File: src/rtl/conv_out_requant_pkg.sv
// conv_out_requant shared definitions.
// Types, states and sizing constants for the requant stage.
package conv_out_requant_pkg;

  localparam int K_CHANNELS  = 6;
  localparam int ACC_WIDTH   = 32;
  localparam int INT_WIDTH   = 8;
  localparam int SRAM_ADDR_W = 12;
  localparam int RQ_DIM_W    = 11;
  localparam int RQ_PIPE_LAT = 3;

  typedef logic signed [ACC_WIDTH-1:0] acc_t;
  typedef logic signed [INT_WIDTH-1:0] qout_t;

  typedef enum logic [1:0] {
    RQ_IDLE,
    RQ_RUN,
    RQ_DRAIN,
    RQ_DONE
  } requant_state_e;

endpackage

File: src/rtl/conv_out_requant_pipe.sv
// requant_pipe: bias add, ReLU, shift, saturate in 3 stages.
// REQUANT_ROUND_EN selects round-half-up before the shift.
module requant_pipe #(
  parameter int ACC_W  = 32,
  parameter int OUT_DW = 8,
  parameter int ADDR_W = 12
) (
  input  logic                     clk,
  input  logic                     rst,
  input  logic                     stall,
  input  logic                     in_valid,
  input  logic signed [ACC_W-1:0]  in_acc,
  input  logic signed [ACC_W-1:0]  in_bias,
  input  logic [ADDR_W-1:0]        in_addr,
  input  logic [4:0]               shift,
  output logic                     out_we,
  output logic [ADDR_W-1:0]        out_addr,
  output logic [OUT_DW-1:0]        out_data,
  output logic                     empty
);

  localparam int MAXV = 2 ** (OUT_DW - 1) - 1;

  logic                    s1_v;
  logic                    s2_v;
  logic signed [ACC_W:0]   s1_sum;
  logic [ADDR_W-1:0]       s1_addr;
  logic [ADDR_W-1:0]       s2_addr;
  logic [ACC_W+1:0]        s2_val;
  logic [ACC_W+1:0]        relu;
  logic [ACC_W+1:0]        rnd;
  logic [ACC_W+1:0]        shifted;
  logic [OUT_DW-1:0]       sat;

  always_comb begin
    relu = s1_sum[ACC_W] ? '0 : {1'b0, s1_sum};
    rnd  = '0;
`ifdef REQUANT_ROUND_EN
    if (shift != 5'd0) rnd = (ACC_W+2)'(1) << (shift - 5'd1);
`endif
    shifted = (relu + rnd) >> shift;
    sat = (s2_val > (ACC_W+2)'(MAXV)) ? OUT_DW'(MAXV)
                                       : s2_val[OUT_DW-1:0];
  end

  // A stall freezes every stage so no element is lost or duplicated.
  always_ff @(posedge clk) begin
    if (rst) begin
      s1_v     <= 1'b0;
      s1_sum   <= '0;
      s1_addr  <= '0;
      s2_v     <= 1'b0;
      s2_val   <= '0;
      s2_addr  <= '0;
      out_we   <= 1'b0;
      out_addr <= '0;
      out_data <= '0;
    end else if (!stall) begin
      s1_v     <= in_valid;
      s1_sum   <= {in_acc[ACC_W-1], in_acc} + {in_bias[ACC_W-1], in_bias};
      s1_addr  <= in_addr;
      s2_v     <= s1_v;
      s2_val   <= shifted;
      s2_addr  <= s1_addr;
      out_we   <= s2_v;
      out_addr <= s2_addr;
      out_data <= sat;
    end
  end

  assign empty = !s1_v && !s2_v && !out_we;

endmodule

File: src/rtl/conv_out_requant.sv
// conv_out_requant: control FSM, counters and bias file.
// Build with REQUANT_ROUND_EN for rounding requantisation.
module conv_out_requant
  import conv_out_requant_pkg::*;
#(
  parameter int N_CH   = K_CHANNELS,
  parameter int ACC_W  = ACC_WIDTH,
  parameter int OUT_DW = INT_WIDTH,
  parameter int ADDR_W = SRAM_ADDR_W,
  parameter int DIM_W  = RQ_DIM_W
) (
  input  logic                        clk,
  input  logic                        rst,
  input  logic                        start,
  input  logic [DIM_W-1:0]            cfg_out_w,
  input  logic [DIM_W-1:0]            cfg_out_h,
  input  logic [4:0]                  cfg_shift,
  input  logic [ADDR_W-1:0]           cfg_base_addr,
  input  logic                        bias_we,
  input  logic [$clog2(N_CH)-1:0]     bias_idx,
  input  logic signed [ACC_W-1:0]     bias_data,
  input  logic                        acc_valid,
  input  logic signed [ACC_W-1:0]     acc_data,
  output logic                        acc_ready,
  output logic                        sram_we,
  output logic [ADDR_W-1:0]           sram_addr,
  output logic [OUT_DW-1:0]           sram_wdata,
  input  logic                        sram_gnt,
  output logic                        busy,
  output logic                        done
);

  localparam int CH_W  = $clog2(N_CH);
  localparam int PIX_W = 2 * DIM_W;
  localparam int CNT_W = PIX_W + CH_W;

  requant_state_e state, nstate;

  logic signed [ACC_W-1:0] bias_q [N_CH];
  logic [PIX_W-1:0]  pix_tot;
  logic [PIX_W-1:0]  pix;
  logic [CNT_W-1:0]  total;
  logic [CNT_W-1:0]  cnt;
  logic [CH_W-1:0]   ch;
  logic [ADDR_W-1:0] addr;
  logic [4:0]        shift_q;
  logic              stall;
  logic              accept;
  logic              pipe_empty;

  assign stall     = sram_we && !sram_gnt;
  assign acc_ready = (state == RQ_RUN) && !stall;
  assign accept    = acc_valid && acc_ready;
  assign busy      = (state == RQ_RUN) || (state == RQ_DRAIN);
  assign done      = (state == RQ_DONE);

  always_ff @(posedge clk) begin
    if (rst) state <= RQ_IDLE;
    else     state <= nstate;
  end

  always_comb begin
    nstate = state;
    unique case (state)
      RQ_IDLE:  if (start) nstate = RQ_RUN;
      RQ_RUN:   if (accept && cnt == total - 1'b1) nstate = RQ_DRAIN;
      RQ_DRAIN: if (pipe_empty) nstate = RQ_DONE;
      RQ_DONE:  nstate = RQ_IDLE;
      default:  nstate = RQ_IDLE;
    endcase
  end

  always_ff @(posedge clk) begin
    if (rst) begin
      for (int i = 0; i < N_CH; i++) bias_q[i] <= '0;
      pix_tot <= '0;
      pix     <= '0;
      total   <= '0;
      cnt     <= '0;
      ch      <= '0;
      addr    <= '0;
      shift_q <= '0;
    end else begin
      if (bias_we && 32'(bias_idx) < N_CH) bias_q[bias_idx] <= bias_data;
      if (state == RQ_IDLE && start) begin
        pix_tot <= PIX_W'(cfg_out_w) * PIX_W'(cfg_out_h);
        total   <= CNT_W'(N_CH) * CNT_W'(cfg_out_w) * CNT_W'(cfg_out_h);
        shift_q <= cfg_shift;
        addr    <= cfg_base_addr;
        cnt     <= '0;
        pix     <= '0;
        ch      <= '0;
      end else if (accept) begin
        cnt  <= cnt + 1'b1;
        addr <= addr + 1'b1;
        // Channel-major order: channel advances once per full plane.
        if (pix == pix_tot - 1'b1) begin
          pix <= '0;
          ch  <= ch + 1'b1;
        end else begin
          pix <= pix + 1'b1;
        end
      end
    end
  end

  requant_pipe #(
    .ACC_W  (ACC_W),
    .OUT_DW (OUT_DW),
    .ADDR_W (ADDR_W)
  ) u_pipe (
    .clk      (clk),
    .rst      (rst),
    .stall    (stall),
    .in_valid (accept),
    .in_acc   (acc_data),
    .in_bias  (bias_q[ch]),
    .in_addr  (addr),
    .shift    (shift_q),
    .out_we   (sram_we),
    .out_addr (sram_addr),
    .out_data (sram_wdata),
    .empty    (pipe_empty)
  );

endmodule

File: config.mk
export PLATFORM = sky130hd
export DESIGN_NAME = conv_out_requant
export DESIGN_NICKNAME = d
export VERILOG_FILES = /design/src/rtl/conv_out_requant_pkg.sv /design/src/rtl/conv_out_requant_pipe.sv /design/src/rtl/conv_out_requant.sv
export SDC_FILE = /design/constraint.sdc
export NUM_CORES = 2
export LEC_CHECK = 0
export BUFFER_PORTS_ARGS = -buffer_cell sky130_fd_sc_hd__buf_4
export CORE_AREA = 2 2 291 293
export CTS_CLUSTER_SIZE = 16
export DETAILED_ROUTE_END_ITERATION = 10
export DIE_AREA = 0 0 293 295
export SLEW_MARGIN = 10
export SYNTH_ARGS = -nofsm -noshare
export SYNTH_HDL_FRONTEND = slang
export SYNTH_HIERARCHICAL = 1
export SYNTH_SLANG_ARGS = --single-unit
File: constraint.sdc
create_clock -name clk -period 6.1 [get_ports clk]
set_input_delay 0.305 -clock clk [delete_from_list [all_inputs] [get_ports clk]]
set_output_delay 0.305 -clock clk [all_outputs]
set_load 0.005 [all_outputs]
Word level (Yosys, flattened, before mapping) --
Memories as Yosys holds them, arrays and structs flattened. A register that Yosys moved wholly into a read port is not among the register bits. Cells that the tools add are included.
Storage, ports and cells: word-level logic and storage cells 78, ROM bits 0, memories 1, bits in latches 0, output and inout bits 24, bits in writable memories 192, register bits 229
Memory list:
- bias_q | words 6, bits a word 32, read ports 1, clocked after memory_dff 1, write ports 6, line conv_out_requant.sv:39 | logic signed [ACC_W-1:0] bias_q [N_CH];
Operators by class: div/mod/pow operators 0, multiply operators 3, mux-type cells 19, bitwise gates (word level) 0, add/sub/neg operators 7, equality and inequality tests 8, shift-type cells 1, reduce and logical (&&, ||, !) cells 20, magnitude comparators 2
Operators by type and width (number):
- 2-to-1 mux 32 bit | 2
- greater-than comparator 34 x 7 -> 1 bit (second input constant) | 1
- >> shifter 34 x 5 -> 34 bit | 1
- adder 32 x 32 -> 33 bit | 1
- OR reduction 32 bit | 1
- adder 25 x 1 -> 25 bit (second input constant) | 1
- equality test 25 bit | 1
- subtractor 25 x 1 -> 25 bit (second input constant) | 1
- multiplier 13 x 11 -> 24 bit | 1
- 2-to-1 mux 12 bit | 2
- adder 22 x 1 -> 22 bit (second input constant) | 1
- equality test 22 bit | 1
- multiplier 11 x 11 -> 22 bit | 1
- 2-to-1 mux 22 bit | 1
- subtractor 22 x 1 -> 22 bit (second input constant) | 1
- multiplier 2 x 11 -> 13 bit (first input constant) | 1
- adder 12 x 1 -> 12 bit (second input constant) | 1
- 2-to-1 mux 3 bit | 3
- logical AND 1 bit | 8
- 2-to-1 mux 8 bit | 1
- one-hot mux 2 bit (4 select lines) | 1
- 2-to-1 mux 1 bit | 6
- 2-to-1 mux 2 bit | 3
- zero test 1 bit | 5
- 12 further kinds | 14

Logic depth before layout (Yosys ltp) --
depth in word-level cells 8, mapped depth 29, gate-level depth less buffers 28

Modules after synthesis --
Netlist, hierarchy kept.
By module, submodules not included:
- conv_out_requant | area each 25778.5 um2, times used 1, cells each 2474
- requant_pipe | area each 7229.4 um2, times used 1, cells each 864

Worst setup path before layout --
No wires, ideal clock.
path type input to register, from in cfg_out_w[1], to reg total[23], stages 27, arrival time 6.638 ns, slack -0.655 ns, data required time 5.983 ns, path buffers 2, cells stage by stage clkbuf_1 > inv_1 > fa_1 > nor2b_1 > o21ai_0 > a21boi_0 > o21ai_0 > nand2_1 > xor2_1 > clkbuf_1 > nand2_1 > fa_1 > fa_1 > inv_1 > fa_1 > fa_1 > inv_1 > fa_1 > inv_1 > ha_1 > a21o_1 > a21oi_1 > o311ai_0 > a211oi_1 > o311ai_0 > xnor2_1 > a22o_1
On the way: word-level cells in the longest chain between the ends 2
Ends and longest elaborated chain:
- from (decl) | line conv_out_requant.sv:15 | input logic [DIM_W-1:0] cfg_out_w,
- multiplier 2 x 11 -> 13 bit | line conv_out_requant.sv:87 | total <= CNT_W'(N_CH) * CNT_W'(cfg_out_w) * CNT_W'(cfg_out_h);
- multiplier 13 x 11 -> 24 bit | line conv_out_requant.sv:87
- to (signal assigned) | line conv_out_requant.sv:87
- to (decl) | line conv_out_requant.sv:42 | logic [CNT_W-1:0] total;
No other way between the ends. A chain may end at the register's enable or synchronous reset.

Worst setup path in the final report --
from in cfg_out_w[1], to reg total[20]
Same word-level chain as after synthesis.

==> summary.md <==
| Metric | Value |
|---|---|
| Outcome | completed |
| Hold slack | ~52 ps |
| Post-Place Cells | 4,534 |
| Number of fillers in the final layout | 7,884 |
| Number of global-route vias before repair | roughly 25k |
| Max Cap Violations | 0 |
| WL/cell | 17.4 um |
| Synth Area in Simple Gates | 16.9% |
| DRT antenna net count | 0 |
| Number of port buffers | approximately 140 |
| Setup TNS | 0 ps |
| Final nets | approximately 4.0k |
| First-pass GRT wire length | around 130 mm |
| Final setup fails | 0 |
| Area Overhead vs Synth | 14.6% |
| Total power draw | 17.2 mW |
| Cells after Synth | 3,338 |
| CTS tree | yes |
| CP Launch Type | input pin |
| Initial antenna violation count | 0 |
| Post-synth EDFFs | 256 |
| Synth Flop Type | edfxtp_1 |
| Final wirelength | roughly 80 mm |
| Final GP Congestion | 0.872 |
| Via density | 5.20 |
| CP peak stage delay | 550 ps |
| Relative slew slack | around a third |
| Final Hold Vio Count | 0 |
| Crit path max fanout | 4 |
| Cell row count | approximately 110 |
| Clock latency on the worst-skew pair | 620 ps |
| Leading area contributor after synthesis | edfxtp_1 |
| Max Transition Viols Final | 0 |
| Final instance area | 37,800 um^2 |
| Total vias in the final route | approximately 24k |
| Mux contribution to synthesized area | 8.77% |
| Placed instance area | around 36,000 um^2 |
| Area of the core | 83,200 um^2 |
| Largest net degree at the start of global routing | 71 |
| Post-layout min period | 5850 ps |
| Peak VDD IR | 0.636 mV |
| P_leak | 15.4 nW |
| Initial Util | 39.7% |
| Synth cell types | 99 |
| Pwr Density | 456 nW/um^2 |
| Main combinational cell family by area after synthesis | adder cells |
| Clk buf depth | 3 |
| Fin crit share | 95.9% |
| Mapped cell area | roughly 33,000 um^2 |
| Cell repeated most along the worst path | fa_1 |
| Buf/Inv on CP | 6 |
| Total CTS buffers | 51 |
| Die Y | 295 um |
| DRC viols | 0 |
| Crit path DAT | between 6000 and 7000 ps |
| Post-Synth XOR/XNOR Area | 4.27% |
| Remaining global-route overflow | 0 |
| Num ports | 136 |
| 1st-pass router iterations | 5 |
| Critical Path Start | cfg_out_w[1] |
| Worst Hold Class | in2reg |
| Compound-Gate Fraction of Synth Area | around 9.7% |
| Gr usage total | 18.8% |
| CTS clock-pin slew for the worst setup and hold paths | 60 ps |
| Worst path slowest cell | fa_1 |
| Detailed Place HPWL | about 58 mm |
| Worst Min Path Start | cfg_base_addr[4] |
| H-Tree Depth | 2 |
| Family with the most delay on the worst path | adder cells |
| Fmax | 171 MHz |
| Dominant cells by area after synthesis | edfxtp_1, dfxtp_1, fa_1 |
| Sequential share of the synthesized area | 37.2% |
| Clock sink total | 485 |
| Die area | about 86,000 um^2 |
| Non-filler instance count after layout | 4,647 |
| WP data required | about 6600 ps |
| Diode count | 0 |
| Synthesized area per cell | 9.89 um^2 |
| Post-Synth Adder-Cell Area | 17.6% |
| Setup crit end kind | flip-flop |
| Yosys top cell area share | between 20% and 30% |
| Clock root buffer | clkbuf_16 |
| RSZ-0062 raised after global routing | no |
| Max Clock Skew | 27.0 ps |
| Warnings from Yosys | 6 |
| Slew @ Worst Pin | 1020 ps |
| Die X | roughly 290 um |
| Layout cell share with drive strength beyond 1 | between 10 and 15% |
| Iter 0 DRT Violations | 1,365 |
| Type of the worst setup path | in2reg |
| Seq cells post-synth | 485 |
| Asr flop ratio synth | 0% |
## per-stage QoR
| stage | util (%) | setup slack (ps) |
|---|---|---|
| final | 45.5 | 248 |
| after global routing | 45.5 | 6.61 |
| after CTS | 45.2 | 132 |
| after detailed placement | 43.0 | -499 |
| after global placement | 43.0 | -407 |
| after floorplan | - | -13.7 |
## worst paths after layout
check	to	slack (ps)	cells past startpoint
worst max-delay path	total[20]	250	29
worst min-delay path	addr[4]	50	3
worst max register to register	u_pipe/s1_sum[28]	1880	11
worst min register to register	u_pipe/s2_val[24]	460	2
## synthesized netlist by cell type, drive strengths merged, types with 15 or more instances
cell / instances
mux2: 48
nor2b: 35
nor3: 78
inv: 299
mux2i: 71
a211oi: 31
ha: 176
and2: 120
nand2: 347
xor2: 82
buf: 38
a31oi: 17
nor2: 394
and3: 25
a221oi: 15
dfxtp: 229
nand2b: 22
mux4: 73
clkbuf: 144
xnor2: 79
or4: 15
nand4: 21
o21ai: 85
a21o: 31
fa: 180
a21oi: 139
nor4: 21
edfxtp: 256
or3: 26
nand3: 45
## final cells by class
cell class	count	area, um^2	area share [%]
multi-input combinational	2434	19400	51.2
tap	1080	1350	3.57
sequential	485	12300	32.5
clock buffer	63	1330	3.52
timing repair buffer	252	1940	5.14
inverter	300	1130	2.99
clock inverter	33	404	1.07
## what timing repair did
action                                 in CTS  in global routing
setup endpoints to repair                   0                 10
hold buffers                               14                  0
endpoints found under the hold margin      14                  0
resized for setup                           0                 26
buffers inserted                            0                  3
## per-layer routing
metal / vias up / share of wire (%) / track usage, %
met5: - / 0 / 0
met4: 0 / 1.7 / 3.81
met2: 443 / 47 / 31.4
met1: 11794 / 47 / 26.0
li1: 11821 / - / -
met3: 93 / 4.6 / 2.78
## state kept, by name (all words and copies together) (netlist names), named ones only
signal and count:
cnt 25, u_pipe/s1_sum 33, addr 12, u_pipe/s2_v 1, total 23, u_pipe/out_addr 12
u_pipe/s1_addr 12, ch 3, u_pipe/s2_addr 12, u_pipe/s1_v 1, u_pipe/out_we 1, bias_q 256
u_pipe/out_data 8, state 2, pix_tot 22, shift_q 5, pix 22, u_pipe/s2_val 32
## tightest hold or removal path, cell delays in order
cell	delay, ps
buf_4	110
nor2_1	120
a211oi_1	60
## cell usage in the layout (no fill, tap or decap), types with 51 or more instances in the layout
master / n
nor2_1: 391
nor3_1: 77
nand2_1: 342
edfxtp_1: 256
conb_1: 64
a21oi_1: 130
xnor2_1: 77
buf_4: 236
mux4_2: 73
o21ai_0: 76
dfxtp_1: 225
ha_1: 170
mux2i_1: 71
fa_1: 179
inv_1: 294
clkbuf_16: 51
xor2_1: 82
and2_1: 120
## logic make-up (layout without fill, tap and decap cells)
family | Yosys count | count (layout)
simple gates | 1190 | 1190
xor+xnor | 161 | 161
flops | 485 | 485
mux | 192 | 192
fa+ha+maj | 356 | 356
compound gates | 471 | 471
other cells | 1 | 64
buf+inv | 482 | 648
## report_power, final
| group | total (mW) | switching (mW) | internal (mW) |
|---|---|---|---|
| combinational | 9.91 | 5.19 | 4.73 |
| sequential | 4.11 | 0.305 | 3.81 |
| clock | 3.20 | 1.33 | 1.86 |
| total | 17.2 | 6.83 | 10.4 |
Power figures use the tool's default switching activity.
